<file path="src/rtl/ps2_frame_receiver.sv">
// ---------------------------------------------------------------------------
// ps2_frame_receiver
//
// Receives 11-bit PS/2 device-to-host frames: start bit 0, eight data bits
// sent LSB first, odd parity, stop bit 1. The raw PS/2 lines are
// synchronized and the clock is glitch-filtered. Each bit is sampled on a
// falling edge of the filtered clock. If the clock stays quiet for too long
// in the middle of a frame, the partial frame is dropped.
//
// Optional feature macro: PS2_PARITY_CHECK_EN
//   defined   - a frame that fails parity but has a valid stop bit pulses
//               parity_error. It is not delivered.
//   undefined - the parity bit is consumed and ignored. parity_error is
//               tied to 0.
//
// Parameters
//   FILTER_LEN         consecutive equal synchronized PS2_CLK samples needed
//                      before the filtered clock takes a new level
//   TIMEOUT_CYCLES     idle CLOCK_50 cycles allowed between falling edges
//                      while a frame is in progress
//
// Ports
//   CLOCK_50           system clock; all logic runs on its rising edge
//   reset              synchronous, active-high reset
//   PS2_CLK            raw PS/2 clock (asynchronous)
//   PS2_DAT            raw PS/2 data (asynchronous)
//   last_data_received byte from the last good frame, held until the next one
//   key_pressed        one-cycle strobe per good frame
//   frame_error        one-cycle strobe for a bad stop bit or a timeout
//   parity_error       one-cycle strobe for a parity failure
//   busy               high whenever a frame is in progress
// ---------------------------------------------------------------------------
module ps2_frame_receiver #(
    parameter int FILTER_LEN     = 4,
    parameter int TIMEOUT_CYCLES = 50000
) (
    input  logic       CLOCK_50,
    input  logic       reset,
    input  logic       PS2_CLK,
    input  logic       PS2_DAT,
    output logic [7:0] last_data_received,
    output logic       key_pressed,
    output logic       frame_error,
    output logic       parity_error,
    output logic       busy
);

    typedef enum logic [1:0] {IDLE, DATA, PARITY, STOP} state_t;

    localparam int              FW          = $clog2(FILTER_LEN + 1);
    localparam int              TW          = $clog2(TIMEOUT_CYCLES + 1);
    localparam logic [FW-1:0]   FILT_LAST   = FW'(FILTER_LEN - 1);
    localparam logic [TW-1:0]   TIMEOUT_MAX = TW'(TIMEOUT_CYCLES);

    state_t        state_q, state_d;

    logic          clk_meta, clk_sync;
    logic          dat_meta, dat_sync;
    logic          filt_clk, filt_prev;
    logic [FW-1:0] filt_cnt;
    logic          fall;

    logic [TW-1:0] to_cnt;
    logic          timeout_hit;

    logic [2:0]    bit_cnt;
    logic [7:0]    shift_q;
    logic          parity_ok;

    logic          start_frame, shift_en, stop_hit, key_set, ferr_set;

    // -----------------------------------------------------------------------
    // Input synchronizers. These idle high, like an undriven PS/2 bus.
    // -----------------------------------------------------------------------
    always_ff @(posedge CLOCK_50) begin
        // NOTE: clocked state always uses non-blocking assignments, so every
        // flop samples the value from before the edge and the order of the
        // statements does not matter.
        if (reset) begin
            clk_meta <= 1'b1;
            clk_sync <= 1'b1;
            dat_meta <= 1'b1;
            dat_sync <= 1'b1;
        end else begin
            clk_meta <= PS2_CLK;
            clk_sync <= clk_meta;
            dat_meta <= PS2_DAT;
            dat_sync <= dat_meta;
        end
    end

    // -----------------------------------------------------------------------
    // Clock glitch filter. filt_cnt counts consecutive samples that differ
    // from the current filtered level. Any sample that agrees with the
    // current level restarts the count.
    // -----------------------------------------------------------------------
    always_ff @(posedge CLOCK_50) begin
        if (reset) begin
            filt_clk  <= 1'b1;
            filt_prev <= 1'b1;
            filt_cnt  <= '0;
        end else begin
            filt_prev <= filt_clk;
            if (clk_sync == filt_clk) begin
                filt_cnt <= '0;
            end else if (filt_cnt == FILT_LAST) begin
                filt_clk <= clk_sync;
                filt_cnt <= '0;
            end else begin
                filt_cnt <= filt_cnt + FW'(1);
            end
        end
    end

    assign fall = filt_prev & ~filt_clk;

    // -----------------------------------------------------------------------
    // Inter-edge timeout. A falling edge in the same cycle takes priority,
    // so a timeout can only fire in a cycle that has no edge.
    // -----------------------------------------------------------------------
    assign timeout_hit = (state_q != IDLE) && !fall && (to_cnt == TIMEOUT_MAX);

    always_ff @(posedge CLOCK_50) begin
        if (reset || state_q == IDLE || fall || timeout_hit) begin
            to_cnt <= '0;
        end else begin
            to_cnt <= to_cnt + TW'(1);
        end
    end

    // -----------------------------------------------------------------------
    // FSM: state register
    // -----------------------------------------------------------------------
    always_ff @(posedge CLOCK_50) begin
        if (reset) state_q <= IDLE;
        else       state_q <= state_d;
    end

    // -----------------------------------------------------------------------
    // FSM: next state
    // -----------------------------------------------------------------------
    always_comb begin
        // NOTE: every combinational output gets a default first, so no
        // path leaves it unassigned and no latch is inferred.
        state_d = state_q;
        case (state_q)
            IDLE:    if (fall && !dat_sync)          state_d = DATA;
            DATA:    if (fall && bit_cnt == 3'd7)    state_d = PARITY;
            PARITY:  if (fall)                       state_d = STOP;
            STOP:    if (fall)                       state_d = IDLE;
            default:                                 state_d = IDLE;
        endcase
        if (timeout_hit) state_d = IDLE;
    end

    // -----------------------------------------------------------------------
    // FSM: outputs and datapath controls
    // -----------------------------------------------------------------------
    always_comb begin
        busy        = 1'b1;
        start_frame = 1'b0;
        shift_en    = 1'b0;
        stop_hit    = 1'b0;
        case (state_q)
            IDLE: begin
                busy        = 1'b0;
                start_frame = fall && !dat_sync;
            end
            DATA:    shift_en = fall;
            PARITY:  ;
            STOP:    stop_hit = fall;
            default: busy = 1'b0;
        endcase
        // A bad stop bit takes priority over a parity failure.
        key_set  = stop_hit && dat_sync && parity_ok;
        ferr_set = (stop_hit && !dat_sync) || timeout_hit;
    end

    // -----------------------------------------------------------------------
    // Datapath. The strobes are registered, so they appear one cycle after
    // the stop-bit edge is detected, together with the new byte.
    // -----------------------------------------------------------------------
    always_ff @(posedge CLOCK_50) begin
        if (reset) begin
            bit_cnt            <= '0;
            shift_q            <= '0;
            last_data_received <= '0;
            key_pressed        <= 1'b0;
            frame_error        <= 1'b0;
        end else begin
            key_pressed <= key_set;
            frame_error <= ferr_set;
            if (start_frame) begin
                bit_cnt <= '0;
                shift_q <= '0;
            end else if (shift_en) begin
                shift_q <= {dat_sync, shift_q[7:1]};
                bit_cnt <= bit_cnt + 3'd1;
            end
            if (key_set) last_data_received <= shift_q;
        end
    end

`ifdef PS2_PARITY_CHECK_EN
    logic parity_bit;

    // Odd parity: the data byte plus the parity bit hold an odd number of ones.
    assign parity_ok = ^{parity_bit, shift_q};

    always_ff @(posedge CLOCK_50) begin
        if (reset) begin
            parity_bit   <= 1'b0;
            parity_error <= 1'b0;
        end else begin
            if (state_q == PARITY && fall) parity_bit <= dat_sync;
            parity_error <= stop_hit && dat_sync && !parity_ok;
        end
    end
`else
    assign parity_ok    = 1'b1;
    assign parity_error = 1'b0;
`endif

endmodule
</file>
<file path="config.mk">
export PLATFORM = sky130hd
export DESIGN_NAME = ps2_frame_receiver
export DESIGN_NICKNAME = d
export VERILOG_FILES = /design/src/rtl/ps2_frame_receiver.sv
export SDC_FILE = /design/constraint.sdc
export NUM_CORES = 1
export LEC_CHECK = 0
export CAP_MARGIN = 25
export CORE_MARGIN = 1
export CORE_UTILIZATION = 25
export CTS_CLUSTER_DIAMETER = 120
export DETAILED_ROUTE_END_ITERATION = 6
export GPL_ROUTABILITY_DRIVEN = 0
export HOLD_SLACK_MARGIN = 0.02
export PLACE_DENSITY_LB_ADDON = 0.3
export SLEW_MARGIN = 10
export SYNTH_ARGS = -nofsm -noshare
export SYNTH_HDL_FRONTEND = slang
export SYNTH_SLANG_ARGS = --single-unit
</file>
<file path="constraint.sdc">
create_clock -name CLOCK_50 -period 2.55 [get_ports CLOCK_50]
set_clock_uncertainty 0.15 [all_clocks]
set_input_delay 0.51 -clock CLOCK_50 [delete_from_list [all_inputs] [get_ports CLOCK_50]]
set_output_delay 0.51 -clock CLOCK_50 [all_outputs]
set_load 0.05 [all_outputs]
</file>
==> Yosys cells after proc, flatten, opt, wreduce, memory -nomap -nowiden <==
Index checks and enable logic that the tools add are counted.
{ "op_classes": {"n_addsub": 3, "n_eq_ne": 11, "mux": 9, "bitwise": 3, "n_reduce_logical": 19} }
{ "op_table": {"columns": ["op", "n"], "rows": [
  ["16-bit by 1-bit adder with 16-bit output (second input constant)", 1],
  ["16-bit equality test (second input constant)", 1],
  ["2-bit two-way mux", 4],
  ["2-bit one-hot mux with 4 select lines", 1],
  ["3-bit by 1-bit adder with 3-bit output (second input constant)", 2],
  ["1-bit logical AND", 6],
  ["2-bit != test (second input constant)", 3],
  ["2-bit equality test (second input constant)", 2],
  ["1-bit logical OR", 4],
  ["1-bit two-way mux", 4],
  ["4-bit AND reduction", 1],
  ["2-bit OR reduction", 2],
  ["3-bit by 2-bit equality test with 1-bit output (second input constant)", 1],
  ["3-bit equality test (second input constant)", 1],
  ["3-bit OR reduction", 1],
  ["2-bit by 1-bit equality test with 1-bit output (second input constant)", 1],
  ["1-bit logical NOT", 2],
  ["2-bit logical NOT", 1],
  ["2-bit by 1-bit != test with 1-bit output (second input constant)", 1],
  ["1-bit NOT", 2],
  ["2-bit AND reduction", 1],
  ["2-bit nonzero test", 1],
  ["1-bit AND", 1],
  ["1-bit equality test", 1]
]} }
{ "word_totals": {"register_bits": 48, "input_bits": 4, "out_inout_bits": 12} }

==> Depth between registers and ports, before layout <==
Gate-level depths: netlist of the first run.
{ "logic_depth": {"depth_word": 6, "mapped_depth": 7} }

==> Worst setup path after synthesis of the first run <==
OpenSTA, ideal clock, no wires.
{ "synth_path": {"kind": "reg-to-output", "startpoint": "register state_q[0]", "endpoint": "output busy", "arrival_time_ns": 1.078, "required_time_ns": 1.890, "slack_ns": 0.812, "stages_incl_launch_ff": 5, "cell_sequence": "dfxtp_1 > inv_1 > ha_1 > clkbuf_1 > inv_1"} }
{ "synth_via": {"elab_chain_cells": 2} }
{ "synth_rtl": {"columns": ["element", "line_no", "text"], "rows": [
  ["start, declared", "55", "state_t state_q, state_d;"],
  ["start signal, assigned", "136", "else state_q <= state_d;"],
  ["2-bit logical NOT", "164", "case (state_q)"],
  ["1-bit two-way mux", "164", null],
  ["end, declared", "45", "output logic busy"]
]} }
No other way between the ends.

==> Final worst setup path of the first run <==
{ "layout_path": {"startpoint": "register last_data_received[7]", "endpoint": "output last_data_received[7]"} }
{ "layout_rtl": {"columns": ["element", "line_no", "text"], "rows": [
  ["start, declared", "41", "output logic [7:0] last_data_received,"],
  ["start signal, assigned", "200", "if (key_set) last_data_received <= shift_q;"]
]} }
No word-level cell between the ends.

==> results of run 1 <==
[worst max-delay path by stage]
stage | startpoint | to | slack [ns] | cells past startpoint
floorplan | state_q[0] | busy | 0.81 | 4
global placement | reset | bit_cnt[1] | 0.64 | 4
detailed placement | reset | to_cnt[4] | 0.58 | 4
CTS | frame_error | frame_error | 0.41 | 1
global route | last_data_received[6] | last_data_received[6] | 0.39 | 1
finish | last_data_received[7] | last_data_received[7] | 0.44 | 1
[placed cells by master, fill, tap and decap left out, drive strengths merged, types with 2 or more instances in the layout]
master,instances
buf,3
and3,3
or3,2
inv,10
a21oi,20
clkbuf,5
nor2b,2
xor2,3
a21o,3
nor2,24
nor4,6
xnor2,13
nand4,4
ha,10
nor3,6
nand2,34
or2,5
mux2i,2
clkdlybuf4s50,13
nand3,16
dfxtp,48
[registers in the layout, indices dropped and copies added (netlist names)]
signal and flops:
state_q 2, clk_meta 1, filt_clk 1, dat_sync 1, shift_q 8, frame_error 1, dat_meta 1, to_cnt 16
bit_cnt 3, filt_cnt 3, last_data_received 8, clk_sync 1, key_pressed 1, filt_prev 1
[worst register-to-register path, stage by stage (launching register included)]
cell	delay, ns
dfxtp_1	0.33
inv_1	0.09
ha_1	0.44
nand2_1	0.39
mux2i_1	0.24
nor2_1	0.05
[per-layer routing]
layer | vias to the layer above | wire, um | global-route usage [%]
met5 | - | 0 | 0
met1 | 651 | 1770 | 11.9
met3 | 5 | 93 | 2.60
met4 | 0 | 74 | 4.37
met2 | 12 | 1570 | 14.9
li1 | 778 | - | -
[per-stage QoR]
step	worst slack (ns)	area (um^2)	hold WS, ns
2_1_floorplan	0.812	2000	0.239
3_3_place_gp	0.639	2210	0.245
3_5_place_dp	0.580	2210	0.247
4_1_cts	0.411	2290	0.268
5_1_grt	0.390	2290	0.307
6_report	0.443	2290	0.264
[report_power, final]
part / internal (mW) / switching, mW / total [mW]
registers: 0.752 / 0.00162 / 0.754
logic: 0.00879 / 0.0132 / 0.0220
clock network: 0.186 / 0.238 / 0.424
[cells by family (layout without fill, tap and decap cells)]
logic type | count (synthesis) | count (layout) | share of synthesized area [%]
simple gates | 106 | 106 | 25.8
xor+xnor | 16 | 16 | 7.01
fa+ha+maj | 10 | 10 | 6.26
compound gates | 24 | 24 | 6.51
buf+inv | 22 | 33 | 5.13
mux | 2 | 2 | 1.00
flops | 48 | 48 | 48.1
other cells | 1 | 1 | 0.188
[final cells by class]
cell class / instances / area share, %
Multi-Input combinational cell: 159 / 40.7
Clock buffer: 5 / 3.00
Timing Repair Buffer: 16 / 6.65
Tap cell: 102 / 5.56
Sequential cell: 48 / 41.9
Clock inverter: 2 / 0.545
Inverter: 10 / 1.64
[synthesized netlist by cell type]
| master | instances | area (um^2) |
|---|---|---|
| a21o_1 | 3 | 22.5 |
| a21oi_1 | 20 | 100 |
| and3_1 | 3 | 18.8 |
| and4b_1 | 1 | 10.0 |
| buf_1 | 1 | 3.75 |
| buf_2 | 4 | 20.0 |
| buf_4 | 2 | 15.0 |
| buf_6 | 1 | 11.3 |
| clkbuf_1 | 4 | 15.0 |
| conb_1 | 1 | 3.75 |
| dfxtp_1 | 48 | 961 |
| ha_1 | 10 | 125 |
| inv_1 | 10 | 37.5 |
| mux2i_1 | 2 | 20.0 |
| nand2_1 | 34 | 128 |
| nand2b_1 | 1 | 6.26 |
| nand3_1 | 15 | 75.1 |
| nand3_2 | 1 | 10.0 |
| nand4_1 | 3 | 18.8 |
| nand4_2 | 1 | 12.5 |
| nor2_1 | 24 | 90.1 |
| nor2b_1 | 2 | 12.5 |
| nor3_1 | 6 | 30.0 |
| nor3b_1 | 1 | 7.51 |
| nor4_1 | 6 | 37.5 |
| nor4b_2 | 1 | 15.0 |
| o31ai_1 | 1 | 7.51 |
| or2_2 | 5 | 31.3 |
| or3_1 | 2 | 12.5 |
| xnor2_1 | 13 | 114 |
| xor2_1 | 3 | 26.3 |
==> results.py, run 1 <==
metrics = {
    "run_status": {
        "outcome": "complete, no violations",
    },
    "clock_tree": {
        "post_cts_resized": 0,
        "cts_buffer_depth": 2,
        "clkTransAtPathRegs_ns": 0.09,
        "htreeDepth": 2,
        "clockRootBuffer": "clkbuf_8",
        "numCtsBuffers": 5,
        "clock-sinks": 48,
        "clk_latency_ns": 0.30,
        "cts_setup_buffers": 0,
        "cts_hold_buf": 0,
        "cts_tree": "done",
    },
    "cells_and_area": {
        "instances_no_fill": 342,
        "layout-drive-gt1-share_pct": 7.50,
        "multi_input_area_um2": 935,
        "diodes": 0,
        "ff_latch_area_um2": 961,
        "fill_cells": 820,
        "fin_util_pct": 29.7,
        "layout.nets": 254,
        "area_growth_pct": 14.8,
    },
    "worst_hold_path": {
        "hold_path_end": "clk_sync",
        "hp-start": "clk_meta",
        "min_path_cells": 1,
        "hp-class": "flip-flop to flip-flop",
    },
    "worst_setup_path": {
        "cp_slowest_cell": "clkdlybuf4s50_1",
        "slowest_delay_ns": 0.80,
        "start_kind": "flip-flop",
        "cp_data_arrival_time_ns": 1.45,
        "r2r_setup_slack_ns": 0.73,
        "worst_setup_path_end_kind": "primary output",
        "cp_max_fo": 2,
        "crit_family": "buffers and inverters",
        "critPathKind": "flip-flop to primary output",
        "critPathBufInv": 1,
        "timing.rr.end": "shift_q[7]",
        "r2r_start": "state_q[1]",
        "cp.required_ns": 1.89,
        "crit_chain": "clkdlybuf4s50_1",
        "reg2reg_depth": 5,
    },
    "sta": {
        "max_slew_margin_pct": 65.6,
        "final-setup-viol-count": 0,
        "rsz0062_at_grt": "no",
        "worst_pin_slew_ns": 0.514,
        "tns_ns": 0,
        "maxSlewViolCount": 0,
        "period_share_pct": 82.6,
        "hold_viol_final": 0,
        "fmax_mhz": 475,
        "fin_crit_ns": 2.11,
    },
    "yosys": {
        "synth_cell_types": 31,
        "seq_area_frac_synth_pct": 48.1,
        "syn-num-nets": 243,
        "netlist_instances": 229,
        "avgSynthCellArea_um2": 8.73,
        "synth-seq-cells": 48,
        "syn_area_um2": 2000,
        "yosys_warnings": 0,
    },
    "floorplanning": {
        "dieHeight_um": 91.4,
        "core_um2": 7730,
        "row_count": 32,
        "initial_core_util_pct": 25.9,
        "die-area_um2": 8350,
        "io_pins": 16,
        "die_w_um": 91.4,
    },
    "routing": {
        "route.detailed.drc": 0,
        "initialDrtViolationCount": 50,
        "wl_um": 3510,
        "vias": 1446,
        "first_pass_iters": 3,
        "antenna_left": 0,
        "post_drt_via_cell_ratio": 4.23,
        "post_drt_wl_per_cell_um": 10.2,
    },
    "power": {
        "p_leak_nw": 0.776,
        "power_mw": 1.20,
        "power.density_nw_per_um2": 523,
        "irDropWorstVdd_mv": 0.367,
    },
    "place": {
        "hpwl_um": 2450,
        "portBuffers": 14,
        "dp.cells": 335,
    },
    "global_route": {
        "antenna_found_initial": 0,
        "grt_pass1_wl_um": 6320,
        "grt_pass1_vias": 1370,
        "grt_max_degree": 19,
        "grt_util_all_layers_pct": 9.44,
        "grt-ovfl-total": 0,
    },
    "job": {
        "maxCapViolCount": 0,
    },
}
No activity file was read; power rests on OpenSTA's default activity.
==> inputs of run 2 (changes only) <==
==> constraint.sdc (replaced) <==
create_clock -name CLOCK_50 -period 2.15 [get_ports CLOCK_50]
set_clock_uncertainty 0.15 [all_clocks]
set_input_delay 0.43 -clock CLOCK_50 [delete_from_list [all_inputs] [get_ports CLOCK_50]]
set_output_delay 0.43 -clock CLOCK_50 [all_outputs]
set_load 0.05 [all_outputs]
==> run 2 against run 1 <==
Compared with the run above: combinational power rose by 25%; largest power group unchanged; utilization rose by 0.79 points; hold slack improved by 0.00079 ns; critical path depth did not move.
==> results.py, run 2 (synthesized netlist as in run 1, its figures left out) <==
metrics = {
    "run_status": {
        "outcome": "complete, no violations",
    },
    "floorplanning": {
        "die_w_um": 91.4,
        "row_count": 32,
        "io_pins": 16,
        "die-area_um2": 8350,
        "dieHeight_um": 91.4,
        "initial_core_util_pct": 25.9,
        "core_um2": 7730,
    },
    "place": {
        "preCtsSetupSlack_ns": 0.291,
        "portBuffers": 14,
        "hpwl_um": 2490,
    },
    "power": {
        "power.density_nw_per_um2": 671,
        "p_int_mw": 1.25,
        "p_leak_nw": 0.802,
        "power_mw": 1.58,
        "switching_power_mw": 0.326,
        "clockPowerShare_pct": 41.7,
        "irDropWorstVdd_mv": 0.323,
        "combPwrFrac_pct": 1.7,
        "p_sw_share_pct": 20.6,
        "seqPwrFrac_pct": 56.6,
    },
    "worst_setup_path": {
        "worst_setup_path_end_kind": "primary output",
        "critPathBufInv": 1,
        "reg2reg_depth": 5,
        "cp-startpoint": "last_data_received[7]",
        "r2r_setup_slack_ns": 0.38,
        "start_kind": "flip-flop",
        "cp.required_ns": 1.57,
        "slowest_delay_ns": 0.80,
        "cp_data_arrival_time_ns": 1.46,
        "cp_max_fo": 2,
        "critPathKind": "flip-flop to primary output",
        "timing.rr.end": "shift_q[7]",
        "r2r_start": "state_q[1]",
        "crit_chain": "clkdlybuf4s50_1",
        "cp_slowest_cell": "clkdlybuf4s50_1",
        "crit_family": "buffers and inverters",
    },
    "global_route": {
        "grt_pass1_wl_um": 6320,
        "grt_util_all_layers_pct": 9.28,
        "grt_pass1_vias": 1423,
        "antenna_found_initial": 0,
        "grt-ovfl-total": 0,
        "grt_max_degree": 17,
    },
    "sta": {
        "hold_viol_final": 0,
        "fin_crit_ns": 2.04,
        "hold_ws_ns": 0.265,
        "tns_ns": 0,
        "final-setup-viol-count": 0,
        "fmax_mhz": 491,
        "period_share_pct": 94.7,
        "max_slew_margin_pct": 66.1,
        "worst_pin_slew_ns": 0.507,
        "maxSlewViolCount": 0,
        "rsz0062_at_grt": "no",
        "setup_ws_ns": 0.113,
    },
    "worst_hold_path": {
        "hp-start": "dat_meta",
        "hp-class": "flip-flop to flip-flop",
        "min_path_cells": 1,
        "hold_path_end": "dat_sync",
    },
    "clock_tree": {
        "cts_setup_buffers": 0,
        "cts_hold_buf": 0,
        "numCtsBuffers": 5,
        "cts_buffer_depth": 2,
        "clock-sinks": 48,
        "cts_tree": "done",
        "clk_latency_ns": 0.30,
        "clockRootBuffer": "clkbuf_8",
        "post_cts_resized": 0,
        "htreeDepth": 2,
        "clkTransAtPathRegs_ns": 0.10,
    },
    "cells_and_area": {
        "diodes": 0,
        "largest_reg_flops": 16,
        "top_regs": "to_cnt (16), last_data_received (8), shift_q (8)",
        "final_cell_mix": "48 x dfxtp_1, 34 x nand2_1, 24 x nor2_1",
        "final_common_cell": "dfxtp_1",
        "top_register": "to_cnt",
        "area_growth_pct": 17.9,
        "layout-drive-gt1-share_pct": 8.64,
        "layout.nets": 256,
    },
    "routing": {
        "wl_um": 3500,
        "initialDrtViolationCount": 97,
        "vias": 1449,
        "route.detailed.drc": 0,
        "antenna_left": 0,
        "first_pass_iters": 4,
        "post_drt_wl_per_cell_um": 10.1,
        "post_drt_via_cell_ratio": 4.20,
    },
    "job": {
        "maxCapViolCount": 0,
    },
}
==> run 2: cell count changes in the layout (fill, tap and decap cells not counted), sizes merged <==
cell,before,now
bufinv,0,1
inv,10,11
buf,3,5
clkinv,1,0
==> run 2: routing by layer <==
metal  track usage [%]  vias up  routed length (um)
met4              3.57        0                  24
met2              15.4        9                1570
met1              11.5      662                1840
met5                 0        -                   0
li1                  -      776                   -
met3              2.26        2                  68
==> run 2: through the flow <==
stage               instances  instance area [um^2]  util [%]
floorplan                 229                  2000         -
global placement          337                  2240      29.0
CTS                       345                  2360      30.5
finish                    345                  2360      30.5
global route              345                  2360      30.5
detailed placement        337                  2240      29.0
==> run 2: layout make-up <==
class                      count  area [um^2]
multi-input combinational    159          935
fill                         823         5370
tap                          102          128
clock buffer                   5         68.8
inverter                      10         37.5
sequential                    48          961
timing repair buffer          18          180
clock inverter                 3         46.3
==> run 2: power groups by stage <==
stage | combinational [mW] | clock, mW | sequential, mW
6_report | 0.0275 | 0.658 | 0.894
3_3_place_gp | 0.0275 | 0 | 0.915
3_5_place_dp | 0.0279 | 0 | 0.915
4_1_cts | 0.0280 | 0.692 | 0.895
5_1_grt | 0.0309 | 0.721 | 0.895
2_1_floorplan | 0.0189 | 0 | 0.915
==> run 2: worst max path at each step <==
stage / endpoint / slack (ns) / depth (start not counted)
after floorplan: state_q[0] / 0.48 / 7
after global placement: shift_q[3] / 0.32 / 4
after detailed placement: shift_q[3] / 0.29 / 4
after CTS: frame_error / 0.08 / 1
after global routing: last_data_received[5] / 0.06 / 1
final: last_data_received[7] / 0.11 / 1
